--- config.mk ---
export PLATFORM = sky130hd
export DESIGN_NAME = nonrestoring_divider_flat
export DESIGN_NICKNAME = d
export VERILOG_FILES = /design/src/rtl/nonrestoring_divider_pkg.sv /design/src/rtl/nonrestoring_divider_if.sv /design/src/rtl/nonrestoring_divider_div_control_unit.sv /design/src/rtl/nonrestoring_divider.sv /design/src/flat_wrapper.sv
export SDC_FILE = /design/constraint.sdc
export NUM_CORES = 1
export LEC_CHECK = 0
export BUFFER_PORTS_ARGS = -buffer_cell sky130_fd_sc_hd__buf_4
export CAP_MARGIN = 5
export CORE_ASPECT_RATIO = 1.1
export CORE_MARGIN = 4
export CORE_UTILIZATION = 59
export CTS_BUF_LIST = sky130_fd_sc_hd__clkbuf_8
export DETAILED_ROUTE_END_ITERATION = 8
export PLACE_DENSITY = 0.82
export SLEW_MARGIN = 20
export SYNTH_ARGS = -nofsm -noshare
export SYNTH_HDL_FRONTEND = slang
export SYNTH_HIERARCHICAL = 1
export SYNTH_SLANG_ARGS = --single-unit
--- constraint.sdc ---
create_clock -name clk -period 5 [get_ports clk]
set_clock_uncertainty 0.2 [all_clocks]
set_input_delay 0.25 -clock clk [delete_from_list [all_inputs] [get_ports clk]]
set_output_delay 0.25 -clock clk [all_outputs]
set_load 0.01 [all_outputs]
--- src/rtl/nonrestoring_divider_pkg.sv ---
// Shared constants and FSM encoding for the 16/8 non-restoring divider.
// Operand widths and the state type are defined once here and imported by every file.
package nonrestoring_divider_pkg;

   localparam int BUS_WIDTH_DEF = 8;
   localparam int CNT_BITS_DEF  = 3;

   typedef enum logic [3:0] {
      S_IDLE,
      S_LD_AH,
      S_LD_QL,
      S_CHECK,
      S_ITER,
      S_CORR,
      S_OUT_REM,
      S_OUT_QUO,
      S_ERR
   } div_state_e;

endpackage

--- src/rtl/nonrestoring_divider_if.sv ---
// Shared operand/result bus: operand bytes in, registered result bytes out.
// The requester drives the master side; the divider is the slave.
interface nonrestoring_divider_if
   import nonrestoring_divider_pkg::*;
#(
   parameter int BUS_WIDTH = BUS_WIDTH_DEF
) ();

   logic [BUS_WIDTH-1:0] inbus;
   logic                 beginsig;
   logic                 locksig;
   logic [BUS_WIDTH-1:0] outbus;
   logic                 endsig;
   logic                 errsig;

   modport master (output inbus, beginsig, locksig, input outbus, endsig, errsig);
   modport slave  (input inbus, beginsig, locksig, output outbus, endsig, errsig);

endinterface

--- src/rtl/nonrestoring_divider_div_control_unit.sv ---
// Divider sequencer: load, guard check, BUS_WIDTH iterations, correction, result dump.
// Fixed 14-edge latency (4 on error); no backpressure, begin is only looked at in IDLE.
module div_control_unit
   import nonrestoring_divider_pkg::*;
#(
   parameter int BUS_WIDTH = BUS_WIDTH_DEF,
   parameter int CNT_BITS  = CNT_BITS_DEF
) (
   input  logic clk,
   input  logic reset_n,
   input  logic beginsig,
   input  logic locksig,
   input  logic a_sign,
   input  logic div_err,
   output logic ld_m,
   output logic ld_a,
   output logic ld_q,
   output logic iter_sub,
   output logic iter_add,
   output logic corr_add,
   output logic dump_rem,
   output logic dump_quo,
   output logic dump_err
);

   localparam logic [CNT_BITS-1:0] LAST_ITER = CNT_BITS'(BUS_WIDTH - 1);

   div_state_e          state_q, state_d;
   logic [CNT_BITS-1:0] cnt_q, cnt_d;

   always_ff @(posedge clk or negedge reset_n) begin
      if (!reset_n) begin
         state_q <= S_IDLE;
         cnt_q   <= '0;
      end else begin
         state_q <= state_d;
         cnt_q   <= cnt_d;
      end
   end

   always_comb begin
      state_d  = state_q;
      cnt_d    = cnt_q;
      ld_m     = 1'b0;
      ld_a     = 1'b0;
      ld_q     = 1'b0;
      iter_sub = 1'b0;
      iter_add = 1'b0;
      corr_add = 1'b0;
      dump_rem = 1'b0;
      dump_quo = 1'b0;
      dump_err = 1'b0;
      unique case (state_q)
         S_IDLE: begin
            if (beginsig && locksig) begin
               ld_m    = 1'b1;
               state_d = S_LD_AH;
            end
         end
         // Losing the bus mid-load abandons the request silently.
         S_LD_AH: begin
            if (locksig) begin
               ld_a    = 1'b1;
               state_d = S_LD_QL;
            end else begin
               state_d = S_IDLE;
            end
         end
         S_LD_QL: begin
            if (locksig) begin
               ld_q    = 1'b1;
               state_d = S_CHECK;
            end else begin
               state_d = S_IDLE;
            end
         end
         S_CHECK: begin
            if (div_err) begin
               state_d = S_ERR;
            end else begin
               cnt_d   = '0;
               state_d = S_ITER;
            end
         end
         S_ITER: begin
            iter_sub = !a_sign;
            iter_add = a_sign;
            if (cnt_q == LAST_ITER) begin
               state_d = S_CORR;
            end else begin
               cnt_d = cnt_q + 1'b1;
            end
         end
         // Correction and remainder dump share one edge so the remainder lands on outbus directly.
         S_CORR: begin
            corr_add = a_sign;
            dump_rem = 1'b1;
            state_d  = S_OUT_REM;
         end
         S_OUT_REM: begin
            dump_quo = 1'b1;
            state_d  = S_OUT_QUO;
         end
         S_OUT_QUO: state_d = S_IDLE;
         S_ERR: begin
            dump_err = 1'b1;
            state_d  = S_IDLE;
         end
         default: state_d = S_IDLE;
      endcase
   end

endmodule

--- src/rtl/nonrestoring_divider.sv ---
// Unsigned 2N/N non-restoring divider datapath (M, 9-bit signed A, Q) on the shared byte bus.
// Remainder after E12, quotient+endsig after E13, error after E4; no backpressure.
module nonrestoring_divider
   import nonrestoring_divider_pkg::*;
#(
   parameter int BUS_WIDTH = BUS_WIDTH_DEF,
   parameter int CNT_BITS  = CNT_BITS_DEF
) (
   input  logic                   clk,
   input  logic                   reset_n,
   nonrestoring_divider_if.slave  bus
);

   localparam int AW = BUS_WIDTH + 1;

   logic [BUS_WIDTH-1:0] m_q, m_d;
   logic [AW-1:0]        a_q, a_d;
   logic [BUS_WIDTH-1:0] q_q, q_d;
   logic [BUS_WIDTH-1:0] outbus_q, outbus_d;
   logic                 endsig_q, endsig_d;
   logic                 errsig_q, errsig_d;

   logic ld_m, ld_a, ld_q, iter_sub, iter_add, corr_add, dump_rem, dump_quo, dump_err;
   logic div_err;

   logic [AW-1:0] m_ext, a_shift, a_new, a_corr;

   div_control_unit #(
      .BUS_WIDTH (BUS_WIDTH),
      .CNT_BITS  (CNT_BITS)
   ) u_ctrl (
      .clk      (clk),
      .reset_n  (reset_n),
      .beginsig (bus.beginsig),
      .locksig  (bus.locksig),
      .a_sign   (a_q[AW-1]),
      .div_err  (div_err),
      .ld_m     (ld_m),
      .ld_a     (ld_a),
      .ld_q     (ld_q),
      .iter_sub (iter_sub),
      .iter_add (iter_add),
      .corr_add (corr_add),
      .dump_rem (dump_rem),
      .dump_quo (dump_quo),
      .dump_err (dump_err)
   );

   // A high byte >= M would give a quotient wider than BUS_WIDTH.
   assign div_err = (m_q == '0) || (a_q[BUS_WIDTH-1:0] >= m_q);

   assign m_ext   = {1'b0, m_q};
   assign a_shift = {a_q[BUS_WIDTH-1:0], q_q[BUS_WIDTH-1]};
   assign a_new   = iter_sub ? (a_shift - m_ext) : (a_shift + m_ext);
   assign a_corr  = corr_add ? (a_q + m_ext) : a_q;

   always_comb begin
      m_d      = m_q;
      a_d      = a_q;
      q_d      = q_q;
      outbus_d = '0;
      endsig_d = 1'b0;
      errsig_d = 1'b0;
      if (ld_m) m_d = bus.inbus;
      if (ld_a) a_d = {1'b0, bus.inbus};
      if (ld_q) q_d = bus.inbus;
      if (iter_sub || iter_add) begin
         a_d = a_new;
         q_d = {q_q[BUS_WIDTH-2:0], ~a_new[AW-1]};
      end
      if (corr_add) a_d = a_corr;
      if (dump_rem) outbus_d = a_corr[BUS_WIDTH-1:0];
      if (dump_quo) begin
         outbus_d = q_q;
         endsig_d = 1'b1;
      end
      if (dump_err) begin
         endsig_d = 1'b1;
         errsig_d = 1'b1;
      end
   end

   always_ff @(posedge clk or negedge reset_n) begin
      if (!reset_n) begin
         m_q      <= '0;
         a_q      <= '0;
         q_q      <= '0;
         outbus_q <= '0;
         endsig_q <= 1'b0;
         errsig_q <= 1'b0;
      end else begin
         m_q      <= m_d;
         a_q      <= a_d;
         q_q      <= q_d;
         outbus_q <= outbus_d;
         endsig_q <= endsig_d;
         errsig_q <= errsig_d;
      end
   end

   assign bus.outbus = outbus_q;
   assign bus.endsig = endsig_q;
   assign bus.errsig = errsig_q;

endmodule

--- src/flat_wrapper.sv ---
// flat-port wrapper written by rule: the top's interface ports become plain ports
module nonrestoring_divider_flat import nonrestoring_divider_pkg::*;
#(
   parameter int BUS_WIDTH = BUS_WIDTH_DEF,
   parameter int CNT_BITS  = CNT_BITS_DEF
)
  (clk, reset_n, bus_inbus, bus_beginsig, bus_locksig, bus_outbus, bus_endsig, bus_errsig);
  nonrestoring_divider_if #(.BUS_WIDTH(BUS_WIDTH)) bus_i ();
  input  logic clk;
  input  logic reset_n;
  input wire logic [$bits(bus_i.inbus)-1:0] bus_inbus;
  input wire logic [$bits(bus_i.beginsig)-1:0] bus_beginsig;
  input wire logic [$bits(bus_i.locksig)-1:0] bus_locksig;
  output wire logic [$bits(bus_i.outbus)-1:0] bus_outbus;
  output wire logic [$bits(bus_i.endsig)-1:0] bus_endsig;
  output wire logic [$bits(bus_i.errsig)-1:0] bus_errsig;
  assign bus_i.inbus = bus_inbus;
  assign bus_i.beginsig = bus_beginsig;
  assign bus_i.locksig = bus_locksig;
  assign bus_outbus = bus_i.outbus;
  assign bus_endsig = bus_i.endsig;
  assign bus_errsig = bus_i.errsig;
  nonrestoring_divider #(.BUS_WIDTH(BUS_WIDTH), .CNT_BITS(CNT_BITS)) u_core (.clk(clk), .reset_n(reset_n), .bus(bus_i));
endmodule
==> results.json, run 1 <==
{
  "finalSetupTns_ps": 0,
  "areaGrowthSynthToFinish_pct": 9.95,
  "antenna_cells": 0,
  "cts_tree": "built",
  "setup_violations": 0,
  "drtIter0Drc": 302,
  "numPortBuffers": 21,
  "drt-total-wl_mm": 7.05,
  "start_kind": "register",
  "gp_congestion": 0.874,
  "netlist_instances": 339,
  "clock_power_share": 0.107,
  "status": "finished clean",
  "worstMarginPinSlew_ps": 992,
  "final_common_cell": "dfrtp_1",
  "synth_compound_area_frac": 0.206,
  "power.switching_w": 0.00117,
  "layout-drive-gt1-share": 0.134,
  "final_max_slew_viol_count": 0,
  "yosys_warnings": 6,
  "die-area_um2": 6390,
  "wl_per_cell_um": 17.0,
  "clkTransAtPathRegs_ps": 90,
  "cp-end-kind": "register",
  "syn-num-nets": 380,
  "h-tree-depth": 2,
  "hold_class": "in2reg",
  "synth-edff-count": 0,
  "grt_overflow": 0,
  "start_util": 0.611,
  "grt_pass1_vias": 2454,
  "grt.total_usage": 0.229,
  "drtAntennaViolNets": 0,
  "die_h_um": 83.5,
  "share_seq_of_total_power": 0.254,
  "p_int_w": 0.00136,
  "rsz0062_at_grt": "no",
  "synth_seq_cells": 42,
  "cp_max_fo": 11,
  "viasPerCell": 6.08,
  "netlist_area_um2": 3050,
  "core_area_um2": 5000,
  "grt_pass1_wl_mm": 11.8,
  "synthAdderAreaFrac": 0.124,
  "numCtsBuffers": 5,
  "ys.flop_type": "dfrtp_1",
  "nets": 398,
  "synth.area.mux_share": 0.0516,
  "maxCapViolations": 0,
  "power_density_nw_per_um2": 753,
  "synth_top_family_by_area": "compound AO/OA/AOI/OAI gates",
  "path_class": "reg2reg",
  "comb_power_share": 0.639,
  "dp_hpwl_mm": 5.22,
  "max_freq_ghz": 0.267,
  "min_period_ps": 3750,
  "ys_async_sr_fraction": 1.00,
  "yosysSeqAreaShare": 0.344,
  "required_ps": 5000,
  "min_period_over_period": 0.749,
  "clock-root-buffer": "clkbuf_8",
  "layout_common_cells": "dfrtp_1, nand2_1, o21ai_0, ha_1, nor2_1",
  "rows": 27,
  "hold_viol_final": 0,
  "cp.arrival_ps": 3740,
  "cts_buffer_depth": 2,
  "drc_errors": 0,
  "synthXorXnorAreaFrac": 0.0373,
  "leakagePower_nw": 1.50,
  "slew_headroom": 0.339,
  "finalNonFillerCells": 416,
  "postCtsResizedCells": 0,
  "insertion_delay_ps": 300,
  "dr.pass1.iters": 5,
  "antenna_found_initial": 0,
  "placed_cells": 404,
  "ir_worst_vdd_mv": 0.361,
  "syn_avg_cell_area_um2": 9.01,
  "cts.sink_count": 42,
  "vias": 2528,
  "grt_max_degree": 43,
  "ios": 22,
  "synth_simple_gate_area_frac": 0.181,
  "die_w_um": 76.6,
  "p_sw_frac": 0.463,
  "ys_types": 57
}
layer usage:
metal  wire (um)  global-route usage
met1        3240               0.307
met4         202              0.0873
met5           0                   0
met2        3220               0.373
met3         392              0.0356
state kept, by name, summed over array words and instances, names as in the netlist:
signal                 cells
u_core/a_q                 9
u_core/u_ctrl/cnt_q        3
u_core/bus.errsig          1
u_core/bus.outbus          8
u_core/q_q                 8
u_core/u_ctrl/state_q      4
u_core/bus.endsig          1
u_core/m_q                 8
Yosys cell counts (6+ instances only):
cell      instances  share of area
clkbuf_1          7         0.0086
inv_1            19          0.023
nand2b_1          6          0.012
a21oi_1          15          0.025
o31ai_1           6          0.015
dfrtp_1          42           0.34
ha_1             27           0.11
nor2_1           25          0.031
nand2_1          41          0.050
mux2i_1          12          0.039
o21ai_0          38          0.062
xnor2_1          10          0.029
power by group through the flow:
stage / Combinational (W) / Clock (W) / Sequential [W]
3_5_place_dp: 0.00157 / 0 / 0.000642
3_3_place_gp: 0.00151 / 0 / 0.000633
5_1_grt: 0.00179 / 0.000296 / 0.000659
6_report: 0.00162 / 0.000272 / 0.000641
4_1_cts: 0.00159 / 0.000278 / 0.000636
2_1_floorplan: 0.00131 / 0 / 0.000573
final timing paths:
kind                                                           start                                 end  slack [ps]  depth (start not counted)
worst max-delay path            u_core/u_ctrl/state_q[3]$_DFFE_PN0P_           u_core/a_q[7]$_DFFE_PN0P_        1250                         12
worst min-delay path                                    bus_inbus[3]           u_core/m_q[3]$_DFFE_PN0P_           6                          3
worst max register to register  u_core/u_ctrl/state_q[3]$_DFFE_PN0P_           u_core/a_q[7]$_DFFE_PN0P_        1250                         12
worst min register to register             u_core/q_q[1]$_DFFE_PN0P_      u_core/bus.outbus[1]$_DFF_PN0_         330                          2
max in group asynchronous                                    reset_n  u_core/u_ctrl/cnt_q[0]$_DFFE_PN0P_        3950                          2
min in group asynchronous                                    reset_n           u_core/m_q[0]$_DFFE_PN0P_         280                          2
area by class of cell:
type / instances / area [um^2]
flip-flops and latches: 42 / 1050
repair buffers: 27 / 213
clock inverters: 3 / 41.3
well taps: 58 / 72.6
fillers: 379 / 1640
multi-input cells: 261 / 1840
clock buffers: 5 / 68.8
inverters: 20 / 75.1
cells by family (layout without fill, tap and decap cells):
| family | after synthesis | after routing |
|---|---|---|
| muxes | 15 | 15 |
| adders and majority gates | 29 | 29 |
| xor gates and xnor gates | 13 | 13 |
| AOI/OAI and AO/OA | 97 | 97 |
| and+or+nand+nor | 107 | 107 |
| buffers and inverters | 36 | 55 |
| DFF | 42 | 42 |
through the flow:
| stage | total power (W) | worst slack (ps) | hold WS, ps | util | area [um^2] |
|---|---|---|---|---|---|
| 6_report | 0.00253 | 1250 | 6.41 | 0.672 | 3360 |
| 5_1_grt | 0.00274 | 1100 | 2.14 | 0.672 | 3360 |
| 4_1_cts | 0.00250 | 1310 | 0.0325 | 0.672 | 3360 |
| 3_5_place_dp | 0.00221 | 1320 | 71.0 | 0.642 | 3210 |
| 3_3_place_gp | 0.00214 | 1460 | 65.7 | 0.642 | 3210 |
| 2_1_floorplan | 0.00188 | 1540 | -246 | - | 3050 |
worst max-delay path: stages, from the launching register on:
cell	delay, ps
dfrtp_1	510
or4b_2	740
nor2_1	120
buf_4	180
mux2_2	380
inv_1	70
ha_1	220
nor2b_1	130
o21ai_0	240
a21oi_1	140
o41ai_1	320
xor2_1	120
a221oi_1	270
timing repair:
item	CTS	global route
hold endpoints to repair	45	0
setup endpoints to repair	0	0
buffers inserted	0	0
hold buffers	4	0
Power figures use the tool's default switching activity.
==> inputs of run 2 (changes only) <==
clock period = 3.75 ns   (was 5 ns; I/O delays follow)
==> results.json, run 2 (synthesized netlist as in run 1, its figures left out) <==
{
  "clock-root-buffer": "clkbuf_8",
  "required_ps": 3730,
  "hold_path_end": "u_core/u_ctrl/state_q[1]$_DFFE_PN0P_",
  "ios": 22,
  "finalNonFillerCells": 428,
  "hold_viol_final": 1,
  "setup_violations": 0,
  "final_max_slew_viol_count": 0,
  "dpl-instance-area_um2": 3260,
  "numCtsBuffers": 5,
  "fin_total_pwr_w": 0.00347,
  "gp_congestion": 0.946,
  "regMostFlops": "u_core/a_q",
  "die_h_um": 83.5,
  "power_density_nw_per_um2": 993,
  "rsz0062_at_grt": "no",
  "dr.pass1.iters": 5,
  "layout_common_cells": "dfrtp_1, nand2_1, o21ai_0, buf_4, ha_1",
  "worstReg2RegEnd": "u_core/a_q[7]$_DFFE_PN0P_",
  "postCtsSetupBuffers": 0,
  "drtIter0Drc": 229,
  "grt.total_usage": 0.231,
  "insertion_delay_ps": 300,
  "rrSetupSlack_ps": 150,
  "status": "finished with violations",
  "vias": 2611,
  "worstHoldStart": "bus_locksig",
  "final_common_cell": "dfrtp_1",
  "violations": "hold timing",
  "die_w_um": 76.6,
  "drc_errors": 0,
  "cp.arrival_ps": 3580,
  "min_period_ps": 3600,
  "start_util": 0.611,
  "rr_worst_depth": 11,
  "final_util": 0.699,
  "start_kind": "register",
  "dp_hpwl_mm": 5.29,
  "viasPerCell": 6.10,
  "antenna_found_initial": 0,
  "worstMarginPinSlew_ps": 965,
  "core_area_um2": 5000,
  "path_cells": "or4b_2 -> nor2_1 -> mux2_2 -> inv_1 -> ha_1 -> nor2b_1 -> o21ai_0 -> a21oi_1 -> o41ai_2 -> xor2_1 -> a221oi_1",
  "cts_buffer_depth": 2,
  "cp_top_family": "simple AND/OR/NAND/NOR gates",
  "grt_overflow": 0,
  "drt-total-wl_mm": 6.99,
  "nets": 410,
  "ir_worst_vdd_mv": 0.423,
  "drtAntennaViolNets": 0,
  "crit_slowest_cell": "or4b_2",
  "min_period_over_period": 0.959,
  "postLayoutCellArea_um2": 3500,
  "layout-drive-gt1-share": 0.154,
  "grt_max_degree": 43,
  "maxCapViolations": 0,
  "leakagePower_nw": 1.58,
  "areaGrowthSynthToFinish_pct": 14.5,
  "rows": 27,
  "clkTransAtPathRegs_ps": 90,
  "path_class": "reg2reg",
  "placed_cells": 411,
  "cp_max_fo": 4,
  "cts_tree": "built",
  "max_freq_ghz": 0.278,
  "numPortBuffers": 21,
  "largest_reg_flops": 9,
  "antenna_cells": 0,
  "rr_startpoint": "u_core/u_ctrl/state_q[3]$_DFFE_PN0P_",
  "slew_headroom": 0.354,
  "n_fill_cell": 374,
  "cp-end-kind": "register",
  "startpoint": "u_core/u_ctrl/state_q[3]$_DFFE_PN0P_",
  "min_path_cells": 3,
  "wl_per_cell_um": 16.3,
  "hold_class": "in2reg",
  "cp_num_buf_inv": 1,
  "hold_slack_ps": -2.17,
  "cts.sink_count": 42,
  "max_stage_delay_ps": 700,
  "grt_pass1_wl_mm": 12.0,
  "finalSetupTns_ps": 0,
  "h-tree-depth": 2,
  "grt_pass1_vias": 2464,
  "die-area_um2": 6390
}
-- run 2: cell types whose count changed in the layout (fill, tap and decap cells not counted) --
cell | previous run | this run
buf_4 | 23 | 30
bufinv_16 | 1 | 2
clkinv_4 | 0 | 1
clkinvlp_4 | 1 | 0
dlygate4sd3_1 | 4 | 9
inv_1 | 20 | 19
o41ai_1 | 1 | 0
o41ai_2 | 0 | 1
-- run 2: worst max path at each step --
stage / depth (start not counted) / to
CTS: 11 / u_core/a_q[7]$_DFFE_PN0P_
detailed placement: 11 / u_core/a_q[7]$_DFFE_PN0P_
floorplan: 12 / u_core/a_q[8]$_DFFE_PN0P_
global route: 11 / u_core/a_q[7]$_DFFE_PN0P_
finish: 11 / u_core/a_q[7]$_DFFE_PN0P_
global placement: 11 / u_core/a_q[7]$_DFFE_PN0P_
-- run 2: cell type report --
| class | instances | area (um^2) | area share |
|---|---|---|---|
| multi-input cells | 261 | 1840 | 0.528 |
| repair buffers | 39 | 315 | 0.0902 |
| well taps | 58 | 72.6 | 0.0208 |
| flip-flops and latches | 42 | 1050 | 0.301 |
| clock buffers | 5 | 68.8 | 0.0197 |
| inverters | 20 | 75.1 | 0.0215 |
| clock inverters | 3 | 68.8 | 0.0197 |
-- run 2: tightest hold or removal path: cells and delay by family --
kind | cells | cell delay (ps)
buffers and inverters | 1 | 120
and+or+nand+nor | 1 | 90
AOI/OAI and AO/OA | 1 | 60
-- run 2: metrics by stage --
step / setup slack, ps / hold slack, ps
after floorplan: 289 / -308
after global placement: 309 / 1.31
after detailed placement: 225 / 4.41
after CTS: 78.1 / 5.87
after global routing: 45.0 / 12.9
final: 154 / -2.17
-- run 2: timing repair --
| action | CTS | global route |
|---|---|---|
| hold buffers | 9 | 0 |
| endpoints found under the hold margin | 50 | 0 |
| endpoints found under the setup margin | 0 | 1 |
| gates resized for setup | 0 | 1 |
-- run 2: routing by layer --
metal  global-route usage  share of wire
met1                0.312           0.45
met2                0.376           0.48
met3               0.0443          0.057
met4               0.0692          0.018
met5                    0              0
-- run 2: report_power, final --
| part | internal, W | switching (W) | leakage (nW) | total [W] |
|---|---|---|---|---|
| Sequential | 0.000626 | 0.000190 | 0.540 | 0.000816 |
| Clock | 0.000267 | 0.000166 | 0.0683 | 0.000433 |
| Combinational | 0.00102 | 0.00120 | 0.969 | 0.00222 |
| Total | 0.00192 | 0.00155 | 1.58 | 0.00347 |
